==> src/rtl/tx_symbol_sequencer_pkg.sv <==
// Shared types for the PAM-4 transmit sequencer: FSM states, 1s17 amplitude levels
// and the symbol-to-level map.
package tx_symbol_sequencer_pkg;

  typedef enum logic [1:0] {
    IDLE     = 2'd0,
    PREAMBLE = 2'd1,
    DATA     = 2'd2,
    FLUSH    = 2'd3
  } state_t;

  // Levels are the symmetric PAM-4 points -1, -1/3, +1/3, +1 in 1s17.
  localparam logic signed [17:0] LVL_M1 = 18'sh20000;
  localparam logic signed [17:0] LVL_M3 = -18'sd43691;
  localparam logic signed [17:0] LVL_P3 = 18'sd43690;
  localparam logic signed [17:0] LVL_P1 = 18'sd131071;

  function automatic logic signed [17:0] sym_to_level(input logic [1:0] sym);
    logic signed [17:0] lvl;
    case (sym)
      2'b00:   lvl = LVL_M1;
      2'b01:   lvl = LVL_M3;
      2'b10:   lvl = LVL_P3;
      default: lvl = LVL_P1;
    endcase
    return lvl;
  endfunction

endpackage

==> src/rtl/tx_sym_mapper.sv <==
// Registered 2-bit symbol to 1s17 level map with zero insertion.
// Latency 1 clock; no backpressure, updates every cycle.
module tx_sym_mapper
  import tx_symbol_sequencer_pkg::*;
(
  input  logic               clk,
  input  logic               reset,
  input  logic               zero,
  input  logic [1:0]         sym,
  output logic signed [17:0] x
);

  always_ff @(posedge clk or negedge reset) begin
    if (!reset) begin
      x <= '0;
    end else if (zero) begin
      x <= '0;
    end else begin
      x <= sym_to_level(sym);
    end
  end

endmodule

==> src/rtl/tx_symbol_sequencer.sv <==
// Burst framer feeding the PAM-4 shaping filter one zero-stuffed sample per clock; TX_PREAMBLE_EN adds a +1/-1 preamble.
// Latency: symbol handshake to x_out is 1 clock; FLUSH drains NTAPS zero samples before done.
// Backpressure: sym_ready pulses once per OSR cycles in DATA only; a missed slot sends zeros and sets underrun.
module tx_symbol_sequencer
  import tx_symbol_sequencer_pkg::*;
#(
  parameter int OSR     = 4,
  parameter int NTAPS   = 21,
  parameter int PRE_LEN = 8
) (
  input  logic               clk,
  input  logic               reset,
  input  logic               start,
  input  logic [1:0]         sym_in,
  input  logic               sym_valid,
  input  logic               sym_last,
  output logic               sym_ready,
  output logic signed [17:0] x_out,
  output logic               filt_clr,
  output logic               busy,
  output logic               done,
  output logic               underrun
);

  localparam int PHW = $clog2(OSR);
  localparam int FCW = $clog2(NTAPS + 1);
  localparam logic [PHW-1:0] PH_LAST = PHW'(OSR - 1);
  localparam logic [FCW-1:0] FC_INIT = FCW'(NTAPS - 1);

  state_t         state;
  logic [PHW-1:0] ph;
  logic [FCW-1:0] fcnt;
  logic           last_q;
  logic           hs;
  logic           map_zero;
  logic [1:0]     map_sym;

`ifdef TX_PREAMBLE_EN
  localparam int PCW = (PRE_LEN > 1) ? $clog2(PRE_LEN) : 1;
  localparam logic [PCW-1:0] PC_LAST = PCW'(PRE_LEN - 1);
  logic [PCW-1:0] pcnt;
`else
  // PRE_LEN only matters with the preamble compiled in.
  if (PRE_LEN < 0) begin : g_pre_len_unused
  end
`endif

  assign hs = sym_valid & sym_ready;

  always_comb begin
    map_zero = 1'b1;
    map_sym  = 2'b00;
    case (state)
      DATA: begin
        map_zero = !hs;
        map_sym  = sym_in;
      end
`ifdef TX_PREAMBLE_EN
      PREAMBLE: begin
        map_zero = (ph != '0);
        map_sym  = pcnt[0] ? 2'b00 : 2'b11;
      end
`endif
      default: ;
    endcase
  end

  tx_sym_mapper u_mapper (
    .clk   (clk),
    .reset (reset),
    .zero  (map_zero),
    .sym   (map_sym),
    .x     (x_out)
  );

  always_ff @(posedge clk or negedge reset) begin
    if (!reset) begin
      state     <= IDLE;
      ph        <= '0;
      fcnt      <= '0;
      last_q    <= 1'b0;
      sym_ready <= 1'b0;
      filt_clr  <= 1'b1;
      busy      <= 1'b0;
      done      <= 1'b0;
      underrun  <= 1'b0;
`ifdef TX_PREAMBLE_EN
      pcnt      <= '0;
`endif
    end else begin
      done <= 1'b0;
      case (state)
        IDLE: begin
          if (start) begin
            underrun <= 1'b0;
            ph       <= '0;
            last_q   <= 1'b0;
            filt_clr <= 1'b0;
            busy     <= 1'b1;
`ifdef TX_PREAMBLE_EN
            pcnt     <= '0;
            state    <= PREAMBLE;
`else
            sym_ready <= 1'b1;
            state     <= DATA;
`endif
          end
        end
`ifdef TX_PREAMBLE_EN
        PREAMBLE: begin
          if (ph == PH_LAST) begin
            ph <= '0;
            if (pcnt == PC_LAST) begin
              sym_ready <= 1'b1;
              state     <= DATA;
            end else begin
              pcnt <= pcnt + 1'b1;
            end
          end else begin
            ph <= ph + 1'b1;
          end
        end
`endif
        DATA: begin
          // sym_ready is registered so it is high exactly while ph == 0.
          if (ph == '0) begin
            if (hs) begin
              last_q <= sym_last;
            end else begin
              underrun <= 1'b1;
            end
          end
          if (ph == PH_LAST) begin
            ph <= '0;
            if (last_q) begin
              sym_ready <= 1'b0;
              fcnt      <= FC_INIT;
              done      <= (NTAPS == 1);
              state     <= FLUSH;
            end else begin
              sym_ready <= 1'b1;
            end
          end else begin
            ph        <= ph + 1'b1;
            sym_ready <= 1'b0;
          end
        end
        FLUSH: begin
          // done is raised while the counter sits at 0, so busy drops one cycle later.
          if (fcnt == '0) begin
            busy     <= 1'b0;
            filt_clr <= 1'b1;
            last_q   <= 1'b0;
            state    <= IDLE;
          end else begin
            fcnt <= fcnt - 1'b1;
            done <= (fcnt == FCW'(1));
          end
        end
        default: state <= IDLE;
      endcase
    end
  end

endmodule

==> config.mk <==
export PLATFORM = sky130hd
export DESIGN_NAME = tx_symbol_sequencer
export DESIGN_NICKNAME = d
export VERILOG_FILES = /design/src/rtl/tx_symbol_sequencer_pkg.sv /design/src/rtl/tx_sym_mapper.sv /design/src/rtl/tx_symbol_sequencer.sv
export SDC_FILE = /design/constraint.sdc
export NUM_CORES = 1
export LEC_CHECK = 0
export ABC_AREA = 1
export CAP_MARGIN = 20
export CELL_PAD_IN_SITES_DETAIL_PLACEMENT = 1
export CELL_PAD_IN_SITES_GLOBAL_PLACEMENT = 2
export CORE_AREA = 2 2 55 70
export CTS_BUF_LIST = sky130_fd_sc_hd__clkbuf_4
export CTS_CLUSTER_DIAMETER = 120
export DETAILED_ROUTE_END_ITERATION = 10
export DIE_AREA = 0 0 57 72
export GPL_TIMING_DRIVEN = 0
export PLACE_DENSITY = 0.92
export SYNTH_ARGS = -nofsm -noshare
export SYNTH_HDL_FRONTEND = slang
export SYNTH_SLANG_ARGS = --single-unit
==> constraint.sdc <==
create_clock -name clk -period 3.9 [get_ports clk]
set_clock_uncertainty 0.2 [all_clocks]
set_input_delay 0.78 -clock clk [delete_from_list [all_inputs] [get_ports clk]]
set_output_delay 0.78 -clock clk [all_outputs]
set_load 0.01 [all_outputs]
**Word level (Yosys, flattened, before mapping)**

Index checks and enable logic that the tools add are counted.

- $add $sub $neg: 2
- Multiply operators: 0
- Div/mod/pow operators: 0
- $lt $le $gt $ge: 0
- Equality and inequality tests: 14
- Shifts and indexed selects: 0
- Muxes and demuxes: 33
- Bitwise gates (word level): 1
- Reduce and logical (&&, ||, !) cells: 15

Operators with widths:

| cell | count |
|---|---|
| 18-bit case mux with 3 select lines | 1 |
| 18-bit 2-to-1 mux | 1 |
| 2-bit != test (second input constant) | 8 |
| 5-bit 2-to-1 mux | 3 |
| 2-bit 2-to-1 mux | 7 |
| 1-bit 2-to-1 mux | 13 |
| 4-bit AND reduction | 3 |
| 5-bit case mux with 2 select lines | 1 |
| 2-bit == test (second input constant) | 4 |
| 1-bit case mux with 2 select lines | 4 |
| 2-bit logical NOT | 3 |
| 2-bit case mux with 3 select lines | 1 |
| 2-bit nonzero test | 3 |
| 5-bit by 1-bit == test with 1-bit output (second input constant) | 1 |
| 5-bit logical NOT | 1 |
| 5-bit AND reduction | 1 |
| 5-bit by 1-bit subtractor with 5-bit output (second input constant) | 1 |
| 2-bit case mux with 2 select lines | 1 |
| 1-bit case mux with 3 select lines | 1 |
| 3-bit AND reduction | 1 |
| 3-bit nonzero test | 1 |
| 2-bit by 1-bit adder with 2-bit output (second input constant) | 1 |
| 2-bit by 1-bit == test with 1-bit output (second input constant) | 1 |
| 2-bit AND reduction | 1 |
| other kinds (2) | 2 |

- Register bits: 33
- Latch bits: 0
- RAM bits: 0
- ROM bits: 0
- Bits of input ports: 7
- Output and inout bits: 23
- Word-level logic and storage cells: 75
- Memories: 0

**Depth between registers and ports, before layout**

Gate-level depths: netlist of the first run.

- Depth in word-level cells: 5
- Gate-level depth with buffers: 9
- Mapped depth without buffers: 9

**Modules after synthesis**

From an unflattened synthesis of the first run, not the netlist that was laid out.

- Cell total of the unflattened synthesis: 127
- Area, all modules: 1034.7 um^2

By module, submodules not included:

| module | instances | cells each | area an instance (um^2) | seq. area each (um^2) |
|---|---|---|---|---|
| tx_symbol_sequencer | 1 | 104 | 825.8 | 376.6 |
| tx_sym_mapper | 1 | 23 | 209.0 | 75.1 |

**Worst setup path after synthesis of the first run**

No wires, ideal clock.

- Path kind: reg-to-output
- From: reg u_mapper.x[14] (netlist name)
- To: out x_out[10]
- Arrival: 0.644 ns
- Required time: 2.920 ns
- Path slack: 2.276 ns
- Cell stages (with the launch flop): 2
- Path buffers: 1
- Cells stage by stage: dfrtp_1 buf_4

RTL lines:

| element | RTL line | source |
|---|---|---|
| end, declared | tx_symbol_sequencer.sv:18 | `output logic signed [17:0] x_out,` |

**Worst setup path after layout of the first run**

- From: reg u_mapper.x[14]
- To: out x_out[14]

RTL lines:

| element | RTL line | source |
|---|---|---|
| start, declared | tx_sym_mapper.sv:10 | `output logic signed [17:0] x` |
| start signal, assigned | tx_sym_mapper.sv:19 | `x <= sym_to_level(sym);` |

No word-level cell between the ends.

==> impl_metrics.env, run 1 <==
export IMPL_worst_path_max_fanout=9
export IMPL_cts_clk_slew_worst_paths_ns=0.11
export IMPL_utilization=0.395
export IMPL_cts_buffers=3
export IMPL_dpl_cell_count=180
export IMPL_ys_seq_elements=18
export IMPL_synth_edf_count=0
export IMPL_start_kind="register"
export IMPL_grt_pass1_vias=867
export IMPL_synth_area_top_cells="dfrtp_1 43%, buf_4 11%, inv_1 6.1%"
export IMPL_irDropWorstVdd_mv=0.273
export IMPL_drt_initial_drc_count=6
export IMPL_crit_path_end_kind="output port"
export IMPL_rows=24
export IMPL_finalWirelength_mm=2.12
export IMPL_cts_max_level=1
export IMPL_vias_per_cell=4.45
export IMPL_die_y_um=72
export IMPL_synth_top_area_frac=0.431
export IMPL_rsz0062_at_grt="false"
export IMPL_num_fill_cells=414
export IMPL_hp_class="register to register"
export IMPL_start_util=0.288
export IMPL_place_hpwl_mm=1.74
export IMPL_status="finished, final reports clean"
export IMPL_arrival_ns=1.47
export IMPL_finalSetupTns_ns=0
export IMPL_setup_viol=0
export IMPL_postCtsSetupBuffers=0
export IMPL_synth_top_cell_by_area="dfrtp_1"
export IMPL_grt_antenna_before_repair=0
export IMPL_cts_tree="built"
export IMPL_synth_flop_cell="dfrtp_1"
export IMPL_postRouteAntennaNets=0
export IMPL_path_class="register to output port"
export IMPL_worst_pin_slew_ns=0.825
export IMPL_synthTopCellsByCount="17 x dfrtp_1, 16 x inv_1, 16 x nand2_1"
export IMPL_synthesis_nets=123
export IMPL_cts_buffer_depth=2
export IMPL_cts_sinks=18
export IMPL_seq_area_um2=452
export IMPL_final_max_slew_viol_count=0
export IMPL_grt_max_degree=19
export IMPL_synth_most_common_cell="dfrtp_1"
export IMPL_worstPathRequired_ns=2.92
export IMPL_synthDistinctLibCells=25
export IMPL_fin_nets=157
export IMPL_port_buffers=29
export IMPL_ios=30
export IMPL_insertion_delay_ns=0.30
export IMPL_clock_fmax_mhz=409
export IMPL_area_delta_synth_final_pct=37.1
export IMPL_drcViolationCount=0
export IMPL_drive_gt1_frac=0.214
export IMPL_maxCapViolCount=0
export IMPL_track_usage=0.116
export IMPL_hold_viol_final=0
export IMPL_power_density_nw_per_um2=643
export IMPL_postSynthAreaPerCell_um2=8.80
export IMPL_yosysWarningCount=0
export IMPL_place_congestion=0.766
export IMPL_p_leak_nw=0.652
export IMPL_crit_path_top_delay_cell="clkdlybuf4s50_1"
export IMPL_grt_overflow=0
export IMPL_synth_seq_area_share=0.458
export IMPL_slew_headroom=0.448
export IMPL_hold_buffers=0
export IMPL_die_area_um2=4100
export IMPL_dr_pass1_iters=4
export IMPL_n_antenna_cell=0
export IMPL_syn_inst=112
export IMPL_layout_min_cycle_time_ns=2.45
export IMPL_cp_cell_sequence="buf_4 > clkdlybuf4s50_1"
export IMPL_coreArea_um2=3420
export IMPL_die_w_um=57
export IMPL_vias=818
export IMPL_grt_pass1_wl_mm=3.84
export IMPL_multi_input_comb_area_um2=353
export IMPL_synthArstFlopShare=1.00
export IMPL_cts_root_buf="clkbuf_4"
export IMPL_wl_per_cell_um=11.5
export IMPL_period_share=0.627
export IMPL_cts_resized=0
export IMPL_synth_area_um2=986
export IMPL_instances_no_fill=184
export IMPL_slowest_delay_ns=0.52
## sequential cells by signal, summed over array words and instances, names as in the netlist
name        flops
last_q          1
fcnt            5
filt_clr        1
state           2
underrun        1
u_mapper.x      3
sym_ready       1
done            1
busy            1
ph              2
## final timing paths
path                                startpoint             end  slack, ns  depth (start not counted)
worst max-delay path            u_mapper.x[14]       x_out[14]       1.45                          2
worst min-delay path                  filt_clr        filt_clr       0.32                          2
worst max register to register         fcnt[0]         fcnt[2]       2.36                          7
worst min register to register        filt_clr        filt_clr       0.32                          2
max in group asynchronous                reset  u_mapper.x[15]       2.25                          1
min in group asynchronous                reset         fcnt[1]       0.74                          1
## cells in the final DEF (no fill, tap or decap), types with 3 or more instances in the layout
cell	instances
o21ai_0	4
o21ai_1	3
a21oi_1	3
ha_1	4
nor2_1	8
inv_1	16
nand2_1	16
buf_4	15
dfrtp_1	17
nand3_1	7
nand2_2	3
clkbuf_4	3
nor3_1	3
clkdlybuf4s50_1	29
## worst max-delay path, delay by kind of cell, from the launching register on
family,cells,cell delay [ns]
DFF,1,0.49
buffers and inverters,2,0.67
## routing by layer
layer  up-vias  GRT usage  share of wire
li1        402          -              -
met4         0     0.0310         0.0094
met5         -          0              0
met1       385      0.134           0.41
met3         2     0.0214          0.055
met2        29      0.216           0.52
## power breakdown
group          internal, mW  switching (mW)
registers             0.262          0.0616
clock network        0.0374          0.0624
logic                 0.210           0.236
## through the flow
step	hold slack [ns]	area [um2]	total power [mW]	setup WS, ns
global placement	0.274	1330	0.753	1.77
detailed placement	0.299	1330	0.783	1.74
floorplan	0.267	986	0.610	2.28
CTS	0.326	1350	0.884	1.43
finish	0.315	1350	0.869	1.45
global route	0.347	1350	0.958	1.37
## cells by family (layout without fill, tap and decap cells)
group           Yosys count  after routing  synth area share
simple gates             44             44             0.231
buf+inv                  33             66             0.184
flops                    18             18             0.458
compound gates           12             12            0.0673
fa+ha+maj                 4              4            0.0508
xor+xnor                  1              1           0.00888
## cell type report
class                   count  area share
clock buffers               3      0.0167
multi-input cells          61       0.261
clock inverters             1     0.00278
flip-flops and latches     18       0.334
repair buffers             29       0.215
plain buffers              15      0.0833
well taps                  39      0.0361
inverters                  18      0.0509
(Power assumes the default switching activity.)
==> run 2: changes to the inputs <==
--- a/config.mk
+++ b/config.mk
@@ -9,13 +9,13 @@
 export CAP_MARGIN = 20
 export CELL_PAD_IN_SITES_DETAIL_PLACEMENT = 1
 export CELL_PAD_IN_SITES_GLOBAL_PLACEMENT = 2
-export CORE_AREA = 2 2 55 70
+export CORE_AREA = 2 2 58 73
 export CTS_BUF_LIST = sky130_fd_sc_hd__clkbuf_4
 export CTS_CLUSTER_DIAMETER = 120
 export DETAILED_ROUTE_END_ITERATION = 10
-export DIE_AREA = 0 0 57 72
+export DIE_AREA = 0 0 60 75
 export GPL_TIMING_DRIVEN = 0
-export PLACE_DENSITY = 0.92
+export PLACE_DENSITY = 0.86
 export SYNTH_ARGS = -nofsm -noshare
 export SYNTH_HDL_FRONTEND = slang
 export SYNTH_SLANG_ARGS = --single-unit
==> constraint.sdc (replaced) <==
create_clock -name clk -period 2.5 [get_ports clk]
set_clock_uncertainty 0.2 [all_clocks]
set_input_delay 0.5 -clock clk [delete_from_list [all_inputs] [get_ports clk]]
set_output_delay 0.5 -clock clk [all_outputs]
set_load 0.01 [all_outputs]
==> run 2 against run 1 <==
Net effect:
- clock power rose by 50%
- setup slack lost 1.1 ns
- via count shrank 1.5%
- combinational power grew 54%
- sequential power increased by 56%
- largest power group unchanged
==> impl_metrics.env, run 2 (synthesis results as in run 1) <==
export IMPL_status="finished, final reports clean"
export IMPL_arrival_ns=1.46
export IMPL_rsz0062_at_grt="false"
export IMPL_p_total_mw=1.34
export IMPL_finalSetupTns_ns=0
export IMPL_coreArea_um2=3780
export IMPL_layout_setup_ws_ns=0.342
export IMPL_vias_per_cell=4.05
export IMPL_grt_antenna_before_repair=0
export IMPL_ios=30
export IMPL_drive_gt1_frac=0.214
export IMPL_top_register="fcnt"
export IMPL_p_leak_nw=0.652
export IMPL_final_cell_mix="29 x clkdlybuf4s50_1, 17 x dfrtp_1, 16 x inv_1, 16 x nand2_1, 15 x buf_4"
export IMPL_cts_clk_slew_worst_paths_ns=0.10
export IMPL_dr_pass1_iters=3
export IMPL_hp_class="register to register"
export IMPL_slew_headroom=0.453
export IMPL_finalWirelength_mm=2.08
export IMPL_cts_resized=0
export IMPL_postCtsSetupBuffers=0
export IMPL_dpl_cell_count=195
export IMPL_mostFrequentLayoutCell="clkdlybuf4s50_1"
export IMPL_slowest_delay_ns=0.53
export IMPL_cts_tree="built"
export IMPL_crit_path_top_delay_cell="clkdlybuf4s50_1"
export IMPL_top_regs="fcnt: 5 flops, u_mapper.x: 3 flops"
export IMPL_vias=806
export IMPL_wl_per_cell_um=10.5
export IMPL_num_fill_cells=456
export IMPL_place_congestion=0.705
export IMPL_hold_viol_final=0
export IMPL_start_kind="register"
export IMPL_final_max_slew_viol_count=0
export IMPL_die_area_um2=4500
export IMPL_path_class="register to output port"
export IMPL_power_density_nw_per_um2=980
export IMPL_grt_overflow=0
export IMPL_clock_fmax_mhz=463
export IMPL_largest_reg_flops=5
export IMPL_cts_sinks=18
export IMPL_fin_nets=157
export IMPL_insertion_delay_ns=0.30
export IMPL_die_y_um=75
export IMPL_rows=25
export IMPL_cp_cell_sequence="buf_4 > clkdlybuf4s50_1"
export IMPL_cts_root_buf="clkbuf_4"
export IMPL_hold_buffers=0
export IMPL_grt_pass1_wl_mm=3.55
export IMPL_place_hpwl_mm=1.76
export IMPL_period_share=0.863
export IMPL_drt_initial_drc_count=13
export IMPL_postRouteAntennaNets=0
export IMPL_crit_path_end_kind="output port"
export IMPL_layout_min_cycle_time_ns=2.16
export IMPL_track_usage=0.104
export IMPL_grt_max_degree=19
export IMPL_worst_pin_slew_ns=0.819
export IMPL_n_antenna_cell=0
export IMPL_area_delta_synth_final_pct=39.0
export IMPL_irDropWorstVdd_mv=0.422
export IMPL_instances_no_fill=199
export IMPL_setup_viol=0
export IMPL_worst_path_max_fanout=9
export IMPL_start_util=0.260
export IMPL_cts_buffers=3
export IMPL_port_buffers=29
export IMPL_place_ws_ns=0.611
export IMPL_maxCapViolCount=0
export IMPL_cts_buffer_depth=2
export IMPL_worstPathRequired_ns=1.80
export IMPL_grt_pass1_vias=835
export IMPL_drcViolationCount=0
export IMPL_die_w_um=60
export IMPL_cts_max_level=1
-- run 2: cell counts in the layout (fill, tap and decap cells not counted) --
No cell type changed its count.
-- run 2: critical path: cells and delay by family (launching register included) --
family	cells	cell delay, ns
buffers and inverters	2	0.68
flip-flops	1	0.49
-- run 2: layout make-up --
| class | count | area [um2] | area share |
|---|---|---|---|
| buffer | 15 | 113 | 0.0822 |
| clock buffer | 3 | 22.5 | 0.0164 |
| clock inverter | 1 | 3.75 | 0.00274 |
| inverter | 18 | 68.8 | 0.0502 |
| multi-input combinational | 61 | 353 | 0.258 |
| sequential | 18 | 452 | 0.330 |
| tap | 54 | 67.6 | 0.0493 |
| timing repair buffer | 29 | 290 | 0.212 |
-- run 2: worst paths after layout --
kind,from,end,slack (ns),cells past startpoint
worst max-delay path,u_mapper.x[14],x_out[8],0.34,2
worst min-delay path,busy,busy,0.31,2
worst max register to register,fcnt[0],fcnt[2],0.97,7
worst min register to register,busy,busy,0.31,2
max in group asynchronous,reset,ph[0],1.13,1
min in group asynchronous,reset,fcnt[2],0.46,1
-- run 2: power by group --
part           switching, mW  leakage [nW]  internal, mW
Clock                 0.0918        0.0154        0.0582
Combinational          0.361         0.416         0.328
Sequential            0.0957         0.221         0.409
-- run 2: per-layer routing --
metal | up-vias | global-route usage | part of all wire
met4 | 0 | 0.0444 | 0.014
met5 | - | 0 | 0
li1 | 401 | - | -
met1 | 375 | 0.104 | 0.37
met2 | 27 | 0.205 | 0.56
met3 | 3 | 0.0189 | 0.058
-- run 2: metrics by stage --
step           area [um2]   util  hold slack (ns)
2_1_floorplan         986      -          0.00441
3_3_place_gp         1340  0.355            0.280
3_5_place_dp         1340  0.355            0.292
4_1_cts              1370  0.362            0.318
5_1_grt              1370  0.362            0.341
6_report             1370  0.362            0.306
==> run 3: changes to the inputs <==
--- a/config.mk
+++ b/config.mk
@@ -9,13 +9,14 @@
 export CAP_MARGIN = 20
 export CELL_PAD_IN_SITES_DETAIL_PLACEMENT = 1
 export CELL_PAD_IN_SITES_GLOBAL_PLACEMENT = 2
-export CORE_AREA = 2 2 58 73
+export CORE_AREA = 10 10 66 81
 export CTS_BUF_LIST = sky130_fd_sc_hd__clkbuf_4
 export CTS_CLUSTER_DIAMETER = 120
 export DETAILED_ROUTE_END_ITERATION = 10
-export DIE_AREA = 0 0 60 75
+export DIE_AREA = 0 0 76 91
 export GPL_TIMING_DRIVEN = 0
 export PLACE_DENSITY = 0.86
+export REMOVE_ABC_BUFFERS = 1
 export SYNTH_ARGS = -nofsm -noshare
 export SYNTH_HDL_FRONTEND = slang
 export SYNTH_SLANG_ARGS = --single-unit
==> run 3 against run 2 <==
Net effect:
- critical path depth fell by 1
- sequential share of layout area rose by 3.0 points
- power fell by 2.2%
- fmax rose by 3.8%
- largest cell class unchanged
- via count fell by 3.5%
==> impl_metrics.env, run 3 (synthesis results as in run 1) <==
export IMPL_start_kind="register"
export IMPL_place_congestion=0.713
export IMPL_cts_buffers=3
export IMPL_timing_rr_start="fcnt[0]"
export IMPL_grt_pass1_vias=864
export IMPL_crit_path_top_delay_cell="dfstp_2"
export IMPL_p_leak_nw=0.572
export IMPL_holdPathEnd="filt_clr"
export IMPL_port_buffers=29
export IMPL_finalSetupTns_ns=0
export IMPL_rsz0062_at_grt="false"
export IMPL_slowest_delay_ns=0.54
export IMPL_postCtsSetupBuffers=0
export IMPL_vias=778
export IMPL_worst_pin_slew_ns=0.855
export IMPL_hold_viol_final=0
export IMPL_grt_pass1_wl_mm=3.83
export IMPL_cp_num_buf_inv=1
export IMPL_power_density_nw_per_um2=1040
export IMPL_crit_family="flip-flops"
export IMPL_cts_buffer_depth=2
export IMPL_area_delta_synth_final_pct=27.5
export IMPL_rows=25
export IMPL_grtUsageMet1=0.0663
export IMPL_drt_initial_drc_count=21
export IMPL_vias_per_cell=4.23
export IMPL_grt_antenna_before_repair=0
export IMPL_finalWirelength_mm=2.24
export IMPL_die_w_um=76
export IMPL_cts_resized=0
export IMPL_hp_class="register to register"
export IMPL_fin_nets=142
export IMPL_insertion_delay_ns=0.31
export IMPL_track_usage=0.0676
export IMPL_drive_gt1_frac=0.123
export IMPL_start_util=0.260
export IMPL_period_share=0.832
export IMPL_crit_path_end_kind="output port"
export IMPL_top_regs="fcnt: 5 flops, u_mapper.x: 3 flops"
export IMPL_r2r_setup_slack_ns=0.96
export IMPL_top_usage_layer="met2"
export IMPL_wl_per_cell_um=12.2
export IMPL_met3_usage=0.0207
export IMPL_slew_headroom=0.428
export IMPL_mostFrequentLayoutCell="clkdlybuf4s50_1"
export IMPL_hold_buffers=0
export IMPL_dr_pass1_iters=4
export IMPL_cts_sinks=18
export IMPL_cts_clk_slew_worst_paths_ns=0.10
export IMPL_worstPathRequired_ns=1.80
export IMPL_clock_fmax_mhz=481
export IMPL_instances_no_fill=184
export IMPL_status="finished, final reports clean"
export IMPL_timing_rr_end="fcnt[2]"
export IMPL_setup_viol=0
export IMPL_dpl_cell_count=180
export IMPL_die_area_um2=6920
export IMPL_met2_usage=0.114
export IMPL_irDropWorstVdd_mv=0.197
export IMPL_grt_max_degree=19
export IMPL_rr_worst_depth=7
export IMPL_p_total_mw=1.31
export IMPL_place_hpwl_mm=1.80
export IMPL_maxCapViolCount=0
export IMPL_worst_path_max_fanout=2
export IMPL_grt_overflow=0
export IMPL_coreArea_um2=3780
export IMPL_cts_tree="built"
export IMPL_ios=30
export IMPL_min_delay_start="filt_clr"
export IMPL_layout_min_cycle_time_ns=2.08
export IMPL_top_register="fcnt"
export IMPL_cp_cell_sequence="clkdlybuf4s50_1"
export IMPL_cts_root_buf="clkbuf_4"
export IMPL_n_antenna_cell=0
export IMPL_final_cell_mix="29 x clkdlybuf4s50_1, 17 x dfrtp_1, 16 x inv_1, 16 x nand2_1, 8 x nor2_1"
export IMPL_drcViolationCount=0
export IMPL_path_class="register to output port"
export IMPL_die_y_um=91
export IMPL_largest_reg_flops=5
export IMPL_arrival_ns=1.38
export IMPL_final_max_slew_viol_count=0
export IMPL_cts_max_level=1
export IMPL_postRouteAntennaNets=0
export IMPL_min_path_cells=2
run 3: changes by cell type in the layout (fill, tap and decap cells not counted):
cell   previous run  this run
buf_4            15         0
run 3: per-layer routing:
| layer | vias to the layer above | share of wire |
|---|---|---|
| met5 | - | 0 |
| met2 | 29 | 0.47 |
| met1 | 369 | 0.42 |
| li1 | 375 | - |
| met4 | 0 | 0.037 |
| met3 | 5 | 0.066 |
run 3: worst max-delay path by stage:
stage | from | to | depth (start not counted)
2_1_floorplan | u_mapper.x[14] | x_out[0] | 0
6_report | filt_clr | filt_clr | 1
4_1_cts | u_mapper.x[14] | x_out[2] | 1
3_3_place_gp | start | underrun | 6
5_1_grt | u_mapper.x[14] | x_out[2] | 1
3_5_place_dp | start | underrun | 6
run 3: worst reg2reg max path, stage by stage (launching register included):
cell and delay [ns]:
dfrtp_1 0.43, inv_1 0.09, ha_1 0.24, nand3_2 0.14, nand2_4 0.15, nand2_2 0.09, nand2_2 0.06, o21ai_2 0.04
run 3: power by group:
group / switching [mW] / internal (mW) / total (mW)
combinational: 0.360 / 0.292 / 0.652
clock: 0.0978 / 0.0584 / 0.156
sequential: 0.0958 / 0.409 / 0.505
run 3: per-stage QoR:
step | utilization | hold WS, ns | instance area [um2] | setup slack, ns
after global placement | 0.325 | 0.276 | 1230 | 0.654
after detailed placement | 0.325 | 0.285 | 1230 | 0.645
after floorplan | - | 0.00441 | 873 | 0.976
final | 0.332 | 0.295 | 1260 | 0.421
after global routing | 0.332 | 0.344 | 1260 | 0.345
after CTS | 0.332 | 0.301 | 1260 | 0.393
run 3: final cells by class:
cell class,instances,area [um2]
Tap cell,54,67.6
Multi-Input combinational cell,61,353
Clock inverter,1,3.75
Timing Repair Buffer,29,290
Fill cell,452,2530
Inverter,18,68.8
Clock buffer,3,22.5
Sequential cell,18,452
